`config.mk`:
```
export PLATFORM = sky130hd
export DESIGN_NAME = fsm_state_monitor
export DESIGN_NICKNAME = d
export VERILOG_FILES = /design/src/rtl/fsm_state_monitor.sv
export SDC_FILE = /design/constraint.sdc
export NUM_CORES = 1
export LEC_CHECK = 0
export CAP_MARGIN = 15
export CORE_MARGIN = 2
export CORE_UTILIZATION = 55
export CTS_BUF_LIST = sky130_fd_sc_hd__clkbuf_16
export DETAILED_ROUTE_END_ITERATION = 12
export GPL_ROUTABILITY_DRIVEN = 1
export PLACE_DENSITY = 0.83
export RECOVER_POWER = 25
export SLEW_MARGIN = 20
export SYNTH_ARGS = -nofsm -noshare
export SYNTH_HDL_FRONTEND = slang
export SYNTH_SLANG_ARGS = --single-unit
```
`constraint.sdc`:
```
create_clock -name clk -period 2.07 [get_ports clk]
set_input_delay 0.3105 -clock clk [delete_from_list [all_inputs] [get_ports clk]]
set_output_delay 0.3105 -clock clk [all_outputs]
set_load 0.05 [all_outputs]
```
`src/rtl/fsm_state_monitor.sv`:
```
`default_nettype none
// ============================================================================
// Module      : fsm_state_monitor
// Description : Watches the 2-bit state of an upstream FSM over a window of
//               WINDOW clock cycles opened by a start pulse. Records which
//               states were visited and counts state changes (saturating at
//               255). Flags transitions missing from the LEGAL_TRANS bitmap.
//               At the end of the window it issues a one-cycle done pulse and
//               reports the states that were never entered.
//               Optional dwell/stuck detection is compiled in when the macro
//               MON_STUCK_EN is defined. Otherwise stuck is tied low.
// Ports       : clk          - clock, all logic on the rising edge
//               rst_n        - asynchronous active-low reset
//               state_in     - upstream FSM state, sampled every cycle
//               start        - one-cycle pulse; clears results, opens window
//               visited      - sticky one-hot bitmap of states seen
//               trans_count  - saturating count of state changes
//               illegal      - one-cycle pulse per illegal transition
//               illegal_seen - sticky illegal flag for the window
//               stuck        - state unchanged for STUCK_LIMIT cycles
//               done         - one-cycle pulse at window end
//               unreached    - never-entered states, latched at window end
// Revision    : 1.0 - initial release
// ============================================================================
module fsm_state_monitor #(
    parameter int          WINDOW      = 64,
    parameter logic [15:0] LEGAL_TRANS = 16'h0112,
    parameter int          STUCK_LIMIT = 8
) (
    input  wire logic       clk,
    input  wire logic       rst_n,
    input  wire logic [1:0] state_in,
    input  wire logic       start,
    output logic [3:0]      visited,
    output logic [7:0]      trans_count,
    output logic            illegal,
    output logic            illegal_seen,
    output logic            stuck,
    output logic            done,
    output logic [3:0]      unreached
);

    typedef enum logic [1:0] {
        ST_IDLE    = 2'd0,
        ST_OBSERVE = 2'd1,
        ST_REPORT  = 2'd2
    } state_t;

    localparam logic [15:0] c_WIN_LAST = 16'(WINDOW - 1);

    generate
        if (WINDOW < 2 || WINDOW > 65535 || STUCK_LIMIT < 2 || STUCK_LIMIT > 255) begin : g_param_check
            $error("fsm_state_monitor: WINDOW or STUCK_LIMIT out of range");
        end
    endgenerate

    state_t      r_state;
    state_t      w_state_nxt;
    logic        w_done;
    logic [15:0] r_win_cnt;
    logic [1:0]  r_prev;
    logic        r_prev_vld;
    logic [3:0]  r_visited;
    logic [7:0]  r_trans_cnt;
    logic        r_illegal;
    logic        r_illegal_seen;
    logic [3:0]  r_unreached;

    // A start in IDLE or OBSERVE (re)opens the window; it has priority over
    // the ordinary per-cycle sampling of that same cycle.
    logic       w_restart;
    logic       w_sample;
    logic       w_trans;
    logic       w_legal;
    logic       w_last;
    logic [3:0] w_onehot;
    logic [3:0] w_vis_nxt;

    assign w_restart = start && (r_state != ST_REPORT);
    assign w_sample  = (r_state == ST_OBSERVE) && !start;
    assign w_trans   = w_sample && r_prev_vld && (state_in != r_prev);
    assign w_legal   = LEGAL_TRANS[{r_prev, state_in}];
    assign w_last    = w_sample && (r_win_cnt == c_WIN_LAST);
    assign w_onehot  = 4'b0001 << state_in;
    assign w_vis_nxt = r_visited | w_onehot;

    always_ff @(posedge clk or negedge rst_n) begin
        if (!rst_n) begin
            r_state <= ST_IDLE;
        end else begin
            r_state <= w_state_nxt;
        end
    end

    always_comb begin
        w_state_nxt = r_state;
        w_done      = 1'b0;
        case (r_state)
            ST_IDLE: begin
                if (start) w_state_nxt = ST_OBSERVE;
            end
            ST_OBSERVE: begin
                if (w_last) w_state_nxt = ST_REPORT;
            end
            ST_REPORT: begin
                w_done      = 1'b1;
                w_state_nxt = ST_IDLE;
            end
            default: w_state_nxt = ST_IDLE;
        endcase
    end

    always_ff @(posedge clk or negedge rst_n) begin
        if (!rst_n) begin
            r_win_cnt      <= 16'd0;
            r_prev         <= 2'd0;
            r_prev_vld     <= 1'b0;
            r_visited      <= 4'd0;
            r_trans_cnt    <= 8'd0;
            r_illegal      <= 1'b0;
            r_illegal_seen <= 1'b0;
            r_unreached    <= 4'd0;
        end else begin
            r_prev    <= state_in;
            r_illegal <= 1'b0;
            if (w_restart) begin
                r_win_cnt      <= 16'd0;
                r_prev_vld     <= 1'b1;
                r_visited      <= 4'd0;
                r_trans_cnt    <= 8'd0;
                r_illegal_seen <= 1'b0;
            end else if (w_sample) begin
                r_win_cnt <= r_win_cnt + 16'd1;
                r_visited <= w_vis_nxt;
                if (w_trans) begin
                    if (r_trans_cnt != 8'hFF) r_trans_cnt <= r_trans_cnt + 8'd1;
                    if (!w_legal) begin
                        r_illegal      <= 1'b1;
                        r_illegal_seen <= 1'b1;
                    end
                end
                // Latch on the final sample so unreached is valid alongside done.
                if (w_last) begin
                    r_win_cnt   <= 16'd0;
                    r_unreached <= ~w_vis_nxt;
                end
            end
        end
    end

`ifdef MON_STUCK_EN
    localparam logic [7:0] c_STUCK_THR = 8'(STUCK_LIMIT - 1);

    logic [7:0] r_dwell;
    logic       r_stuck;
    logic [7:0] w_dwell_inc;

    assign w_dwell_inc = (r_dwell == 8'hFF) ? r_dwell : r_dwell + 8'd1;

    // Dwell counts samples since the last change; the start sample is zero.
    always_ff @(posedge clk or negedge rst_n) begin
        if (!rst_n) begin
            r_dwell <= 8'd0;
            r_stuck <= 1'b0;
        end else if (w_restart) begin
            r_dwell <= 8'd0;
            r_stuck <= 1'b0;
        end else if (w_sample && !w_last) begin
            if (w_trans) begin
                r_dwell <= 8'd0;
                r_stuck <= 1'b0;
            end else begin
                r_dwell <= w_dwell_inc;
                r_stuck <= (w_dwell_inc >= c_STUCK_THR);
            end
        end else begin
            r_dwell <= 8'd0;
            r_stuck <= 1'b0;
        end
    end

    assign stuck = r_stuck;
`else
    assign stuck = 1'b0;
`endif

    assign visited      = r_visited;
    assign trans_count  = r_trans_cnt;
    assign illegal      = r_illegal;
    assign illegal_seen = r_illegal_seen;
    assign done         = w_done;
    assign unreached    = r_unreached;

endmodule
`default_nettype wire

```
==> out/qor.yml <==
status:
  status: "completed"
sta:
  setup_viol: 0
  worstMarginPinSlew_ns: 0.869
  maxSlewViolCount: 0
  worst_clock_skew_ns: 0.00331
  maxSlewHeadroom: 0.421
  hold_ws_ns: 0.469
  period_share: 0.942
  period_needed_ns: 1.95
  hold_viol_final: 0
  max_freq_ghz: 0.513
floorplanning:
  ios: 25
  die-area_mm2: 0.00411
  die_h_um: 64.1
  die_w_um: 64.1
  rows: 21
  initial_core_util: 0.582
  core_area_mm2: 0.00342
clock_network:
  cts_sinks: 39
  ctsHtreeMaxLevel: 2
  cts_root_buffer: "clkbuf_16"
  postCtsSetupBuffers: 0
  tritoncts: "yes"
  clkLatencyLatePin_ns: 0.28
  cts_buffer_depth: 2
  clk_pin_slew_ns: 0.05
  cts_buffers: 5
global_routing:
  grt-busiest-layer: "met2"
  grt_max_degree: 19
  grt_use_total: 0.235
  grt_pass1_wl_um: 7430
  grt-ovfl-total: 0
  grt_pass1_vias: 1645
  grt_use_met2: 0.376
  antenna_found_initial: 0
  grt_util_met3: 0.0493
  globalRouteMet1Util: 0.299
power_and_ir_drop:
  power_switching_uw: 426
  p_comb_frac: 0.128
  ir_drop_v: 0.000447
  p_leak_nw: 1.10
  netSwitchingFraction: 0.246
  p_seq_frac: 0.467
  power_density_mw_per_mm2: 682
  power.internal_mw: 1.30
  clock_power_share: 0.405
logic_synthesis:
  yosysSeqAreaShare: 0.491
  syn_nets: 218
  post_synth_num_cell_types: 44
  synth_xor_area_frac: 0.0220
  synth_area_per_cell_um2: 9.42
  synthSimpleGateAreaFrac: 0.242
  synth_top_family_by_area: "simple AND/OR/NAND/NOR gates"
  synth_warnings: 0
  synth_compound_area_frac: 0.159
  synth_mux_area_frac: 0.0378
  ys_ff_latch: 39
  ys.flop_type: "dfrtp_1"
  synth-edff-count: 0
  synthArstFlopShare: 1.00
  syn_area_mm2: 0.00199
  syn_inst: 211
  synth_fa_ha_area_frac: 0.0126
cells_and_area:
  antennaDiodeCount: 0
  fin_util: 0.741
  design_area_mm2: 0.00253
  fill_cells: 239
  drive_gt1_frac: 0.153
  num-nets-final: 261
  final_cell_mix: "dfrtp_1, clkdlybuf4s50_1, nor2_1, nand2_1, buf_4"
  final_common_cell: "dfrtp_1"
  syn_to_final_growth_pct: 27.4
critical_path:
  critPathRequiredTime_ns: 2.24
  start_kind: "primary input"
  path_max_fanout: 8
  crit_type: "primary input to flop"
  end_kind: "flop"
  arrival_ns: 2.12
routing:
  vias: 1725
  via_per_inst: 5.73
  drt_iter0_markers: 81
  first_pass_iters: 4
  wl_um: 4380
  drc_errors: 0
  routedWlPerCell_um: 14.5
  ant_nets: 0
place:
  gp_routability_congestion: 0.834
  dpl-instance-area_mm2: 0.00237
  post-dp-hpwl_um: 2970
  port_buffers: 23
job:
  max-cap-violations: 0
hold_path:
  hold_class: "flop to flop"
## registers in the layout, indices dropped and copies added, names as in the netlist
register,cells
r_prev_vld,1
trans_count,8
r_prev,2
visited,4
illegal,1
r_state,2
illegal_seen,1
r_win_cnt,16
unreached,4
## final cells by class
| cell class | instances | area, um^2 | area share |
|---|---|---|---|
| repair buffers | 44 | 370 | 0.146 |
| clock buffers | 5 | 125 | 0.0494 |
| clock inverters | 3 | 12.5 | 0.00494 |
| multi-input cells | 159 | 972 | 0.384 |
| inverters | 5 | 18.8 | 0.00741 |
| well taps | 46 | 57.6 | 0.0227 |
| flip-flops and latches | 39 | 976 | 0.385 |
## critical path, stage by stage
cell and delay (ns):
clkdlybuf4s50_1 0.44, buf_4 0.18, nand4bb_1 0.24, a211oi_1 0.44, and4_1 0.28, mux2i_1 0.18, nor2_1 0.05
## synthesized netlist by cell type (all sizes together), types with 4 or more instances
cell type | instances | area [um^2]
nor2 | 21 | 81.3
buf | 7 | 46.3
nand2b | 7 | 51.3
mux2 | 4 | 45.0
dfrtp | 39 | 976
or3 | 4 | 27.5
nand3 | 10 | 50.1
nor3 | 6 | 30.0
inv | 5 | 18.8
o21ai | 18 | 90.1
nor2b | 5 | 31.3
a21oi | 11 | 55.1
nand4 | 6 | 37.5
nand2 | 21 | 81.3
a31oi | 8 | 50.1
## path summary, 6_finish.rpt
check                               from  slack [ns]  cells after the start        endpoint
min in group asynchronous          rst_n        0.51                      2         illegal
max in group asynchronous          rst_n        0.41                      3  trans_count[5]
max reg2reg                r_win_cnt[12]        0.12                      7    r_win_cnt[9]
max                                start        0.12                      7  trans_count[6]
min reg2reg                   r_state[1]        0.47                      1      r_state[0]
min                           r_state[1]        0.47                      1      r_state[0]
## per-stage QoR
step                      cells  TNS, ns  setup slack, ns  total power [mW]
final                       301        0            0.120              1.73
after global routing        301  -0.0594          -0.0594              1.80
after CTS                   301        0           0.0305              1.74
after detailed placement    292    -1.40           -0.186              1.03
after global placement      292    -1.19           -0.166              1.03
after floorplan             211        0            0.148             0.949
## power by group through the flow
stage | Clock [mW] | Combinational (mW) | Sequential, mW
floorplan | 0 | 0.0811 | 0.868
detailed placement | 0 | 0.217 | 0.818
global placement | 0 | 0.213 | 0.817
global route | 0.745 | 0.242 | 0.810
CTS | 0.716 | 0.220 | 0.805
finish | 0.700 | 0.221 | 0.807
## per-layer routing
| layer | part of all wire | routed length, um | vias up |
|---|---|---|---|
| met5 | 0 | 0 | - |
| met4 | 0.025 | 110 | 0 |
| met3 | 0.041 | 179 | 11 |
| met2 | 0.49 | 2130 | 41 |
| met1 | 0.45 | 1960 | 832 |
| li1 | - | - | 841 |
## what timing repair did
action,4_1_cts,5_1_grt
endpoints found under the setup margin,10,9
endpoints found under the hold margin,7,0
gates resized for setup,1,4
hold buffers,1,0
## kinds of logic after synthesis
logic type,count (synthesis)
AOI/OAI and AO/OA,52
DFF,39
and+or+nand+nor,92
muxes,7
xor gates and xnor gates,5
buffers and inverters,13
adders and majority gates,2
other,1
Power figures use the tool's default switching activity.
